### src/rtl/dma_mem.sv
// dma_mem: block-transfer master for the 64x8 data memory.
// Performs memory-to-memory block copy (modo=0) or constant block fill (modo=1).
// Optional feature macro: DMA_OVERLAP_EN (copies whose destination overlaps the
// source from above run in descending order, giving memmove semantics).
module dma_mem #(
  parameter int ADDR_W = 6,
  parameter int DATA_W = 8
) (
  input  logic              clk,
  input  logic              reset,
  input  logic              start,
  input  logic              modo,
  input  logic [ADDR_W-1:0] src,
  input  logic [ADDR_W-1:0] dst,
  input  logic [ADDR_W:0]   len,
  input  logic [DATA_W-1:0] fill_val,
  input  logic [DATA_W-1:0] mem_rd,
  output logic              mem_we,
  output logic [ADDR_W-1:0] mem_addr,
  output logic [DATA_W-1:0] mem_wd,
  output logic              busy,
  output logic              done
);

  localparam logic [ADDR_W:0] MAX_LEN = (ADDR_W+1)'(2**ADDR_W);
  localparam logic [ADDR_W:0] IDX_ONE = (ADDR_W+1)'(1);

  typedef enum logic [1:0] {
    IDLE,
    LEER,
    ESCRIBIR,
    FIN
  } state_t;

  state_t              state_q, state_d;
  logic                modo_q, modo_d;
  logic [ADDR_W-1:0]   src_q, src_d;
  logic [ADDR_W-1:0]   dst_q, dst_d;
  logic [DATA_W-1:0]   fill_q, fill_d;
  logic [ADDR_W:0]     len_q, len_d;
  logic [ADDR_W:0]     idx_q, idx_d;
  logic [DATA_W-1:0]   data_q, data_d;
  logic                desc_q, desc_d;

  logic                mem_we_q, mem_we_d;
  logic [ADDR_W-1:0]   mem_addr_q, mem_addr_d;
  logic [DATA_W-1:0]   mem_wd_q, mem_wd_d;
  logic                busy_q, busy_d;
  logic                done_q, done_d;

  logic [ADDR_W:0]     len_eff;
  logic                last;
`ifdef DMA_OVERLAP_EN
  logic [ADDR_W-1:0]   dist;
`endif

  // Next-state logic; bus outputs are derived from the next state so they register cleanly
  always_comb begin
    state_d    = state_q;
    modo_d     = modo_q;
    src_d      = src_q;
    dst_d      = dst_q;
    fill_d     = fill_q;
    len_d      = len_q;
    idx_d      = idx_q;
    data_d     = data_q;
    desc_d     = desc_q;
    len_eff    = (len > MAX_LEN) ? MAX_LEN : len;
    last       = desc_q ? (idx_q == '0) : ((idx_q + IDX_ONE) == len_q);
`ifdef DMA_OVERLAP_EN
    dist       = dst - src;
`endif

    case (state_q)
      IDLE: begin
        idx_d = '0;
        if (start) begin
          modo_d = modo;
          src_d  = src;
          dst_d  = dst;
          fill_d = fill_val;
          len_d  = len_eff;
          desc_d = 1'b0;
`ifdef DMA_OVERLAP_EN
          if (!modo && (dist != '0) && ({1'b0, dist} < len_eff)) begin
            desc_d = 1'b1;
          end
`endif
          if (len_eff == '0) begin
            state_d = FIN;
          end else begin
            idx_d   = desc_d ? (len_eff - IDX_ONE) : '0;
            state_d = modo ? ESCRIBIR : LEER;
          end
        end
      end
      LEER: begin
        data_d  = mem_rd;
        state_d = ESCRIBIR;
      end
      ESCRIBIR: begin
        idx_d = desc_q ? (idx_q - IDX_ONE) : (idx_q + IDX_ONE);
        if (last) begin
          state_d = FIN;
        end else begin
          state_d = modo_q ? ESCRIBIR : LEER;
        end
      end
      FIN: begin
        state_d = IDLE;
      end
      default: begin
        state_d = IDLE;
      end
    endcase

    busy_d     = (state_d != IDLE);
    done_d     = (state_d == FIN);
    mem_we_d   = (state_d == ESCRIBIR);
    mem_addr_d = '0;
    mem_wd_d   = '0;
    if (state_d == LEER) begin
      mem_addr_d = src_d + idx_d[ADDR_W-1:0];
    end else if (state_d == ESCRIBIR) begin
      mem_addr_d = dst_d + idx_d[ADDR_W-1:0];
      mem_wd_d   = modo_d ? fill_d : data_d;
    end
  end

  // Transfer FSM and registered memory-bus outputs; reset drops the bus immediately
  always_ff @(posedge clk or negedge reset) begin
    if (!reset) begin
      state_q    <= IDLE;
      modo_q     <= 1'b0;
      src_q      <= '0;
      dst_q      <= '0;
      fill_q     <= '0;
      len_q      <= '0;
      idx_q      <= '0;
      data_q     <= '0;
      desc_q     <= 1'b0;
      mem_we_q   <= 1'b0;
      mem_addr_q <= '0;
      mem_wd_q   <= '0;
      busy_q     <= 1'b0;
      done_q     <= 1'b0;
    end else begin
      state_q    <= state_d;
      modo_q     <= modo_d;
      src_q      <= src_d;
      dst_q      <= dst_d;
      fill_q     <= fill_d;
      len_q      <= len_d;
      idx_q      <= idx_d;
      data_q     <= data_d;
      desc_q     <= desc_d;
      mem_we_q   <= mem_we_d;
      mem_addr_q <= mem_addr_d;
      mem_wd_q   <= mem_wd_d;
      busy_q     <= busy_d;
      done_q     <= done_d;
    end
  end

  assign mem_we   = mem_we_q;
  assign mem_addr = mem_addr_q;
  assign mem_wd   = mem_wd_q;
  assign busy     = busy_q;
  assign done     = done_q;

endmodule

### config.mk
export PLATFORM = sky130hd
export DESIGN_NAME = dma_mem
export DESIGN_NICKNAME = d
export VERILOG_FILES = /design/src/rtl/dma_mem.sv
export SDC_FILE = /design/constraint.sdc
export NUM_CORES = 1
export LEC_CHECK = 0
export BUFFER_PORTS_ARGS = -buffer_cell sky130_fd_sc_hd__buf_2
export CORE_MARGIN = 3
export CORE_UTILIZATION = 35
export DETAILED_ROUTE_END_ITERATION = 10
export MAX_ROUTING_LAYER = met4
export PLACE_DENSITY = 0.54
export SLEW_MARGIN = 20
export SYNTH_ARGS = -nofsm -noshare
export SYNTH_HDL_FRONTEND = slang
export SYNTH_SLANG_ARGS = --single-unit
export TNS_END_PERCENT = 100
### constraint.sdc
create_clock -name clk -period 3.6 [get_ports clk]
set_input_delay 0 -clock clk [delete_from_list [all_inputs] [get_ports clk]]
set_output_delay 0 -clock clk [all_outputs]
set_load 0.005 [all_outputs]
# Yosys cells after proc, flatten, opt, wreduce, memory -nomap -nowiden
# Cells that the tools add are included.
classes:
  shifts: 0
  n_mux: 22
  bitwise: 0
  reduce_logical: 5
  addsub: 3
  n_eq_ne: 7
  div_mod_pow: 0
  order_cmp: 1
  mul: 0
ops:
  columns: ["operator", "n"]
  rows:
  - ["$mux 8", 6]
  - ["$mux 6", 6]
  - ["$pmux 7 s2", 1]
  - ["$add 6x6->6", 2]
  - ["$mux 2", 5]
  - ["$eq 2x2->1 const B", 4]
  - ["$pmux 2 s4", 1]
  - ["$add 7x1->7 const B", 1]
  - ["$eq 7x7->1", 1]
  - ["$gt 7x7->1 const B", 1]
  - ["$logic_not 7->1", 1]
  - ["$mux 7", 1]
  - ["$eq 2x1->1 const B", 2]
  - ["$reduce_bool 2->1", 2]
  - ["$logic_not 2->1", 1]
  - ["$mux 1", 2]
  - ["$reduce_and 2->1", 1]
word_totals:
  mem_count: 0
  register_bits: 62
  wordCells: 52
  mem_bits_rw: 0
  rom_bits: 0
  in_bits: 39
  out_inout_bits: 17
  latch_bits: 0

# Longest topological paths before layout
# Gate-level depths: netlist of the first run.
depth:
  ltp_word: 9
  mapped_depth: 14
  mapped_depth_nobuf: 11

# Least setup slack after synthesis of the first run
# Ideal clock, no wire load.
synth_path:
  path_type: "register -> register"
  from: "register state_q[0]"
  to: "register mem_addr_q[5] (netlist: mem_addr[5])"
  t_arrival_ps: 2856
  required_time_ps: 3499
  period_less_slack_ps: 2957
  path_stages_with_launch: 14
  n_path_buf: 3
  slack_ps: 643
  path_cell_list: "dfrtp_1 -> clkbuf_1 -> nor2_2 -> nand2_2 -> buf_2 -> buf_2 -> mux2_2 -> ha_1 -> a21o_1 -> a21oi_1 -> o21bai_1 -> a21oi_1 -> xor3_1 -> o32ai_1"
synth_via:
  elab_chain_len: 5
  elab_cells_between_ends: 15
synth_lines:
  columns: ["item", "line", "text"]
  rows:
  - ["from (decl)", "35", "state_t state_q, state_d;"]
  - ["from (signal assigned)", "148", "state_q <= state_d;"]
  - ["$logic_not 2->1", "74", "case (state_q)"]
  - ["$mux 6", "74", null]
  - ["via dst_d[1]", "38", "logic [ADDR_W-1:0] dst_q, dst_d;"]
  - ["$add 6x6->6", "125", "mem_addr_d = dst_d + idx_d[ADDR_W-1:0];"]
  - ["$mux 6", "124", "end else if (state_d == ESCRIBIR) begin"]
  - ["$mux 6", "122", "if (state_d == LEER) begin"]
  - ["via mem_addr_d[5]", "46", "logic [ADDR_W-1:0] mem_addr_q, mem_addr_d;"]
  - ["to (signal assigned)", "158", "mem_addr_q <= mem_addr_d;"]
  - ["to (decl)", "46", null]
# The timed path passes the listed nets, and every way through them passes these cells.
# A chain may end at the register's enable or synchronous reset.

# Worst setup path in the final report of the first run
# Ends and elaborated chain as after synthesis.

==> summary.txt, run 1 <==
Critical path
  – Worst-case register-to-register setup slack: 0.60 ns
  – Number of buffers and inverters on the critical path: 0
  – Crit-path most repeated cell: sky130_fd_sc_hd__a21oi_1
  – CP Capture Type: register
  – Dominant delay contributor by cell family on the critical path: compound AO/OA/AOI/OAI gates
  – Data required time at the worst endpoint: 3.84 ns
  – Slowest stage delay, CP: 0.63 ns
  – Classification of the worst setup path: reg -> reg
  – Number of logic stages on the critical path including buffering: 10
  – Biggest fanout along the worst timing path: 19
  – Cell-by-cell trace of the critical path: nor2_2 -> nand2_2 -> mux2_2 -> ha_1 -> a21o_1 -> a21oi_1 -> o21bai_1 -> a21oi_1 -> xor3_1 -> o32ai_1
  – R2r worst-path depth: 10
  – Kind of start point of the critical path: register
  – Arrival time worst endpoint: 3.24 ns
  – Cell type of the slowest stage on the worst timing path: sky130_fd_sc_hd__dfrtp_1

Finish
  – Area added between synthesis and finish: 28.98%
  – Non-Filler Instances: 463
  – Fraction of final layout cells with drive strength greater than 1: 0.3324
  – Antenna cells: 0
  – Area used by multi-input combinational logic: 0.001471 mm²
  – Post-layout utilization of the core: 0.4783
  – Number of fillers in the final layout: 764
  – Seq. cell area: 0.001551 mm²
  – Number of nets in the layout: 406

Timing
  – Share of the clock period used by the worst path: 0.8323
  – Count of final max-slew check failures: 0
  – Unrepaired setup endpoints after global routing: no
  – Worst Tran Pin Value: 0.7972 ns
  – Final Skew: 0.008661 ns
  – Final Worst Setup Slack: 0.6037 ns
  – Slew Limit Headroom: 0.4685
  – Final hold violations: 0
  – Final Setup Violations: 0
  – Fin crit period: 2.996 ns
  – Maximum clock frequency: 333.7 MHz
  – Setup TNS Final: 0 ns

CTS
  – Clock latency on the worst-skew pair: 0.34 ns
  – Level count of the clock H-tree: 3
  – TritonCTS clock tree: built
  – Clock transition at the registers of the reported paths: 0.07 ns
  – Cts bufs inserted: 9
  – Clk Tree Root Cell: sky130_fd_sc_hd__clkbuf_8
  – Maximum buffer depth of the clock tree: 2
  – Number of clock sinks: 62

Drt
  – Number of remaining DRC errors: 0
  – Via count: 2,234
  – Detailed Routing Iterations Pass 1: 4
  – Post-DR wirelength/cell: 14.43 µm
  – Routed Antenna Nets: 0
  – Vias per inst: 4.825
  – Total length of routed wires: 6681 µm
  – Number of DRC markers after the initial detailed-route iteration: 103

Synthesis
  – Synthesized netlist net count: 310
  – Sequential share of the synthesized area: 0.4942
  – Compound-cell area share of the yosys netlist: 0.09685
  – Number of storage elements in the synthesis netlist: 62
  – Synth warn: 0
  – Leading register cell type out of synthesis: sky130_fd_sc_hd__dfrtp_1
  – Proportion of register bits with asynchronous set or reset after synthesis: 1.000
  – Post-synth EDFFs: 0
  – Cell area after synthesis: 0.003139 mm²
  – Largest family of logic cells by synthesized area: multiplexers
  – Multiplexer share of the synthesized area: 0.1399
  – Gate count after technology mapping: 258
  – Post-Syn Area per Cell: 12.17 µm²
  – Adder-Cell Fraction of Synth Area: 0.05660
  – Synthesized-area fraction occupied by xor and xnor cells: 0.05978
  – Netlist cell types: 47
  – Simple-gate portion of the synthesized area: 0.1156

Power
  – Leakage Power: 2.010 nW
  – Maximum resistive drop on vdd: 0.1461 mV
  – Pwr per Cell Area: 344.8 mW/mm²
  – Portion of total power attributed to combinational logic: 0.062
  – Fraction of power consumed by the clock network: 0.431
  – Power spent charging and discharging nets: 0.3084 mW
  – Power Internal: 1.088 mW
  – Switching share of total power: 0.2209
  – Sequential share of power: 0.507

Place
  – Detailed-placement wirelength estimate: 4707 µm
  – # placed instances: 414
  – Setup WS pre-CTS: 0.5949 ns
  – Final weighted congestion of routability-driven global placement: 0.8072
  – IO buf count: 55

Die
  – Core area: 0.008464 mm²
  – Number of standard-cell rows in the floorplan: 33
  – Ports placed on the boundary: 56
  – Die height: 100.7 µm
  – Full die area: 0.01014 mm²
  – Effective utilization at floorplan: 0.3709
  – Die width: 100.7 µm

Global route
  – Pin count of the biggest net entering global routing: 36
  – Antenna violations before repair: 0
  – Global-route usage over all layers: 0.1485
  – First-pass GRT wire length: 11,210 µm
  – Via count of the first global-routing pass: 2,270
  – Total congestion overflow after global routing: 0

Status
  – Outcome: finished, final reports clean

Min path
  – Worst hold path depth: 2
  – Worst Hold Class: in -> reg

Job
  – Max-cap viol count: 0
flip-flops by register name (all words and copies together), names as in the netlist:
name / count
len_q: 7
modo_q: 1
state_q: 2
idx_q: 7
src_q: 6
data_q: 8
done: 1
busy: 1
mem_we: 1
mem_addr: 6
dst_q: 6
mem_wd: 8
fill_q: 8
metrics by stage:
stage,total power [mW],hold slack [ns],cell area (µm²)
2_1_floorplan,0.7344,-0.2956,3139
3_3_place_gp,0.7815,0.1370,3520
3_5_place_dp,0.7818,0.1424,3520
4_1_cts,1.423,0.01045,4049
5_1_grt,1.462,0.03455,4049
6_report,1.396,0.02111,4049
cell type report:
type                    instances  area share
inverters                      12     0.01112
well taps                     105     0.03245
flip-flops and latches         62      0.3832
clock inverters                 4     0.01174
clock buffers                  11     0.03492
multi-input cells             174      0.3634
repair buffers                 95      0.1632
synth_stat cells (2+ instances only):
master / n / area (µm²)
sky130_fd_sc_hd__xor2_1: 5 / 43.79
sky130_fd_sc_hd__nor2_1: 9 / 33.78
sky130_fd_sc_hd__o22ai_1: 2 / 12.51
sky130_fd_sc_hd__o21ai_0: 10 / 50.05
sky130_fd_sc_hd__o211ai_1: 2 / 15.01
sky130_fd_sc_hd__buf_2: 2 / 10.01
sky130_fd_sc_hd__clkbuf_1: 4 / 15.01
sky130_fd_sc_hd__o21bai_1: 2 / 15.01
sky130_fd_sc_hd__o32ai_1: 6 / 52.55
sky130_fd_sc_hd__nand3_1: 5 / 25.02
sky130_fd_sc_hd__fa_1: 2 / 40.04
sky130_fd_sc_hd__ha_1: 11 / 137.6
sky130_fd_sc_hd__nor3_1: 6 / 30.03
sky130_fd_sc_hd__inv_1: 12 / 45.04
sky130_fd_sc_hd__mux2i_1: 11 / 110.1
sky130_fd_sc_hd__and2_1: 2 / 12.51
sky130_fd_sc_hd__dfrtp_1: 62 / 1551
sky130_fd_sc_hd__a21oi_1: 8 / 40.04
sky130_fd_sc_hd__nor3_2: 7 / 70.07
sky130_fd_sc_hd__nand2b_1: 7 / 43.79
sky130_fd_sc_hd__mux2_2: 28 / 315.3
sky130_fd_sc_hd__buf_4: 2 / 15.01
sky130_fd_sc_hd__xor3_1: 2 / 47.55
sky130_fd_sc_hd__xnor2_1: 11 / 96.34
sky130_fd_sc_hd__nand2_1: 15 / 56.30
sky130_fd_sc_hd__a21o_1: 4 / 30.03
power by group through the flow:
stage          sequential (mW)  combinational (mW)  clock [mW]
2_1_floorplan            0.721              0.0136           0
3_3_place_gp             0.720              0.0612           0
3_5_place_dp             0.721              0.0612           0
4_1_cts                  0.707              0.0894       0.626
5_1_grt                  0.708              0.0977       0.657
6_report                 0.707              0.0870       0.602
layer usage:
| layer | track usage | routed length, µm | vias to the layer above |
|---|---|---|---|
| met4 | 0.06528 | 170 | 0 |
| met2 | 0.2106 | 3019 | 42 |
| met3 | 0.03253 | 271 | 14 |
| met5 | - | 0 | - |
| met1 | 0.2034 | 3220 | 1076 |
| li1 | - | - | 1102 |
kinds of logic (layout without fill, tap and decap cells):
family	after synthesis	in the layout
multiplexers	40	40
AO/OA/AOI/OAI	42	42
flip-flops	62	62
buffers and inverters	22	122
XOR/XNOR	18	18
AND/OR/NAND/NOR	61	61
adder cells (fa/ha/maj)	13	13
path summary, 6_finish.rpt:
kind | from | to
max in group asynchronous | reset | src_q[5]
hold / removal | len[6] | len_q[6]
setup / recovery | state_q[0] | mem_addr[5]
hold reg to reg | data_q[4] | data_q[4]
setup reg to reg | state_q[0] | mem_addr[5]
min in group asynchronous | reset | len_q[1]
what timing repair did:
action / in CTS / in global routing
hold buffers: 34 / 0
resized for setup: 0 / 0
setup buffers: 0 / 0
hold endpoints to repair: 67 / 0
layout by cell type, fill, tap and decap left out, types with 7 or more instances in the layout:
| cell | synthesis | routed |
|---|---|---|
| sky130_fd_sc_hd__nand2_1 | 15 | 15 |
| sky130_fd_sc_hd__dlygate4sd3_1 | 0 | 34 |
| sky130_fd_sc_hd__nand2b_1 | 7 | 7 |
| sky130_fd_sc_hd__ha_1 | 11 | 11 |
| sky130_fd_sc_hd__mux2_2 | 28 | 28 |
| sky130_fd_sc_hd__mux2i_1 | 11 | 11 |
| sky130_fd_sc_hd__a21oi_1 | 8 | 8 |
| sky130_fd_sc_hd__clkbuf_8 | 0 | 10 |
| sky130_fd_sc_hd__dfrtp_1 | 62 | 62 |
| sky130_fd_sc_hd__inv_1 | 12 | 12 |
| sky130_fd_sc_hd__buf_2 | 2 | 55 |
| sky130_fd_sc_hd__xnor2_1 | 11 | 11 |
| sky130_fd_sc_hd__o21ai_0 | 10 | 10 |
| sky130_fd_sc_hd__nor2_1 | 9 | 9 |
| sky130_fd_sc_hd__nor3_2 | 7 | 7 |
(Power assumes the default switching activity.)
==> inputs of run 2 (changes only) <==
--- a/config.mk
+++ b/config.mk
@@ -10,7 +10,7 @@
 export CORE_UTILIZATION = 35
 export DETAILED_ROUTE_END_ITERATION = 10
 export MAX_ROUTING_LAYER = met4
-export PLACE_DENSITY = 0.54
+export PLACE_DENSITY = 0.56
 export SLEW_MARGIN = 20
 export SYNTH_ARGS = -nofsm -noshare
 export SYNTH_HDL_FRONTEND = slang
==> constraint.sdc (replaced) <==
create_clock -name clk -period 2.4 [get_ports clk]
set_input_delay 0 -clock clk [delete_from_list [all_inputs] [get_ports clk]]
set_output_delay 0 -clock clk [all_outputs]
set_load 0.005 [all_outputs]
==> run 2 against run 1 <==
Effect of this change:
- core utilization increased by 4.4 points
- critical path type unchanged
- cell area increased by 9.2%
- power increased by 54%
- non-clock buffer count increased by 23
- sequential power increased by 50%
- highest routed layer unchanged
- largest power group unchanged
- clock-buffer cell count decreased by 1
- global-route usage increased by 0.30 points
==> summary.txt, run 2 (synthesis results as in run 1) <==
Critical path
  – Slowest stage delay, CP: 0.42 ns (-0.21 ns)
  – Cell type of the slowest stage on the worst timing path: sky130_fd_sc_hd__dfrtp_1
  – R2r worst-path depth: 10 (unchanged)
  – Classification of the worst setup path: reg -> reg
  – CP Capture Type: register
  – Cell-by-cell trace of the critical path: nor2_4 -> nand2_8 -> mux2_4 -> ha_4 -> a21o_1 -> a21oi_2 -> o21bai_1 -> a21oi_1 -> xor3_1 -> o32ai_2
  – Data required time at the worst endpoint: 2.65 ns (-1.19 ns)
  – Worst r2r src: state_q[0]
  – Biggest fanout along the worst timing path: 8 (-11)
  – Crit Reg-Reg Endpoint: mem_addr[5]
  – Arrival time worst endpoint: 2.62 ns (-0.62 ns)
  – Worst-case register-to-register setup slack: 0.02 ns (-0.58 ns)
  – Kind of start point of the critical path: register

Global route
  – First-pass GRT wire length: 11,580 µm (+3.3%)
  – Via count of the first global-routing pass: 2,382 (+4.9%)
  – Pin count of the biggest net entering global routing: 63 (+75%)
  – Antenna violations before repair: 0 (unchanged)
  – Total congestion overflow after global routing: 0 (unchanged)
  – Global-route usage over all layers: 0.1515 (+0.003048)

Finish
  – Most common cell after layout, fill and taps aside: sky130_fd_sc_hd__dfrtp_1
  – Area added between synthesis and finish: 40.85%
  – Number of fillers in the final layout: 745 (-2.5%)
  – Most frequent cells in the layout: sky130_fd_sc_hd__dfrtp_1, sky130_fd_sc_hd__buf_2, sky130_fd_sc_hd__dlygate4sd3_1, sky130_fd_sc_hd__mux2_2, sky130_fd_sc_hd__buf_4
  – Area used by multi-input combinational logic: 0.001628 mm² (+11%)
  – Post-layout instance area: 0.004422 mm² (+9.2%)
  – Number of nets in the layout: 429 (+5.7%)
  – Seq. cell area: 0.001551 mm² (unchanged)
  – Fraction of final layout cells with drive strength greater than 1: 0.4346 (+0.1022)
  – Antenna cells: 0 (unchanged)
  – Post-layout utilization of the core: 0.5224 (+0.04405)

Die
  – Full die area: 0.01014 mm² (unchanged)
  – Effective utilization at floorplan: 0.3709 (unchanged)
  – Die width: 100.7 µm (unchanged)
  – Number of standard-cell rows in the floorplan: 33 (unchanged)
  – Ports placed on the boundary: 56 (unchanged)
  – Die height: 100.7 µm (unchanged)
  – Core area: 0.008464 mm² (unchanged)

CTS
  – Clock transition at the registers of the reported paths: 0.07 ns (about the same)
  – Maximum buffer depth of the clock tree: 2 (unchanged)
  – Clk Tree Root Cell: sky130_fd_sc_hd__clkbuf_8
  – Number of clock sinks: 62 (unchanged)
  – Clock latency on the worst-skew pair: 0.34 ns (about the same)
  – Cts bufs inserted: 9 (unchanged)
  – Level count of the clock H-tree: 3 (unchanged)
  – TritonCTS clock tree: built

Timing
  – Final Skew: 0.009375 ns (+0.0007140 ns)
  – Final hold violations: 0 (unchanged)
  – Final Setup Violations: 0 (unchanged)
  – Unrepaired setup endpoints after global routing: yes
  – Count of final max-slew check failures: 0 (unchanged)
  – Maximum clock frequency: 420.5 MHz (+26%)
  – Fin crit period: 2.378 ns (-0.6184 ns)
  – Worst Tran Pin Value: 0.7921 ns (-0.005107 ns)
  – Slew Limit Headroom: 0.4719 (+0.003405)
  – Setup TNS Final: 0 ns (unchanged)
  – Share of the clock period used by the worst path: 0.9908 (+0.1585)

Power
  – Leakage Power: 2.143 nW (+6.6%)
  – Maximum resistive drop on vdd: 0.2542 mV (+74%)
  – Pwr per Cell Area: 486.2 mW/mm² (+41%)

Drt
  – Routed Antenna Nets: 0 (unchanged)
  – Number of remaining DRC errors: 0 (unchanged)
  – Vias per inst: 4.797 (-0.59%)
  – Detailed Routing Iterations Pass 1: 4 (unchanged)
  – Total length of routed wires: 6941 µm (+3.9%)
  – Number of DRC markers after the initial detailed-route iteration: 68 (-34%)
  – Via count: 2,336 (+4.6%)
  – Post-DR wirelength/cell: 14.25 µm (-1.2%)

Min path
  – Worst hold path depth: 2 (unchanged)
  – Hold path endpoint: len_q[6]
  – Worst Hold Class: in -> reg
  – Worst Hold Launch: len[6]

Job
  – Max-cap viol count: 0 (unchanged)

Place
  – Detailed-placement wirelength estimate: 4864 µm (+3.3%)
  – IO buf count: 55 (unchanged)
  – Final weighted congestion of routability-driven global placement: 0.7875 (-2.4%)
  – Post-Place Cell Area: 0.003726 mm² (+5.9%)

Status
  – Outcome: finished, final reports clean
run 2: cell types whose count changed in the layout (fill, tap and decap cells not counted), sizes merged:
cell,before,now
clkinvlp,1,3
dlygate4sd3,34,33
inv,12,13
clkinv,2,1
buf,61,85
clkbuf,11,10
run 2: critical path: cells and delay by family (launching register included):
family | cells | cell delay [ns]
simple gates | 2 | 0.31
flops | 1 | 0.42
compound gates | 5 | 0.75
mux | 1 | 0.34
fa+ha+maj | 1 | 0.21
xor+xnor | 1 | 0.27
run 2: area by class of cell:
| type | count | share of cell area |
|---|---|---|
| multi-input cells | 174 | 0.3681 |
| inverters | 12 | 0.01019 |
| repair buffers | 118 | 0.1941 |
| clock buffers | 10 | 0.03113 |
| clock inverters | 6 | 0.01585 |
| well taps | 105 | 0.02971 |
| flip-flops and latches | 62 | 0.3509 |
run 2: what timing repair did:
action,CTS,global route
endpoints found under the hold margin,94,0
pin swaps,2,14
buffers inserted,2,2
hold buffers,33,0
endpoints found under the setup margin,1,14
gates resized for setup,9,17
run 2: worst max path at each step:
stage | start | slack (ns) | depth (start not counted) | endpoint
after CTS | state_q[0] | 0.0003 | 7 | mem_addr[5]
final | state_q[0] | 0.02 | 10 | mem_addr[5]
after floorplan | state_q[0] | -0.24 | 14 | mem_addr[5]
after global placement | idx_q[0] | 0.01 | 10 | mem_addr[5]
after detailed placement | idx_q[0] | -0.11 | 10 | mem_addr[5]
after global routing | state_q[0] | -0.08 | 10 | mem_addr[5]
run 2: report_power, final:
part           switching [mW]  internal (mW)  leakage [nW]
Clock                   0.447          0.513        0.0951
Combinational          0.0561         0.0745          1.25
Sequential            0.00320           1.06         0.796
Total                   0.506           1.64          2.14
run 2: layer usage:
metal  vias up  routed length (µm)  global-route usage
met5         -                   0                   -
met4         0                 182             0.07668
met3        19                 247             0.02491
met2        52                3247              0.2243
met1      1111                3264              0.2005
li1       1154                   -                   -
run 2: stage by stage:
step | setup WS (ns) | hold WS (ns) | instances | total power, mW
2_1_floorplan | -0.2410 | -0.2956 | 258 | 1.102
3_3_place_gp | 0.01120 | 0.2226 | 434 | 1.171
3_5_place_dp | -0.1089 | 0.2278 | 434 | 1.173
4_1_cts | 0.0003009 | 0.01098 | 485 | 2.178
5_1_grt | -0.08177 | 0.02379 | 487 | 2.237
6_report | 0.02207 | 0.02324 | 487 | 2.150
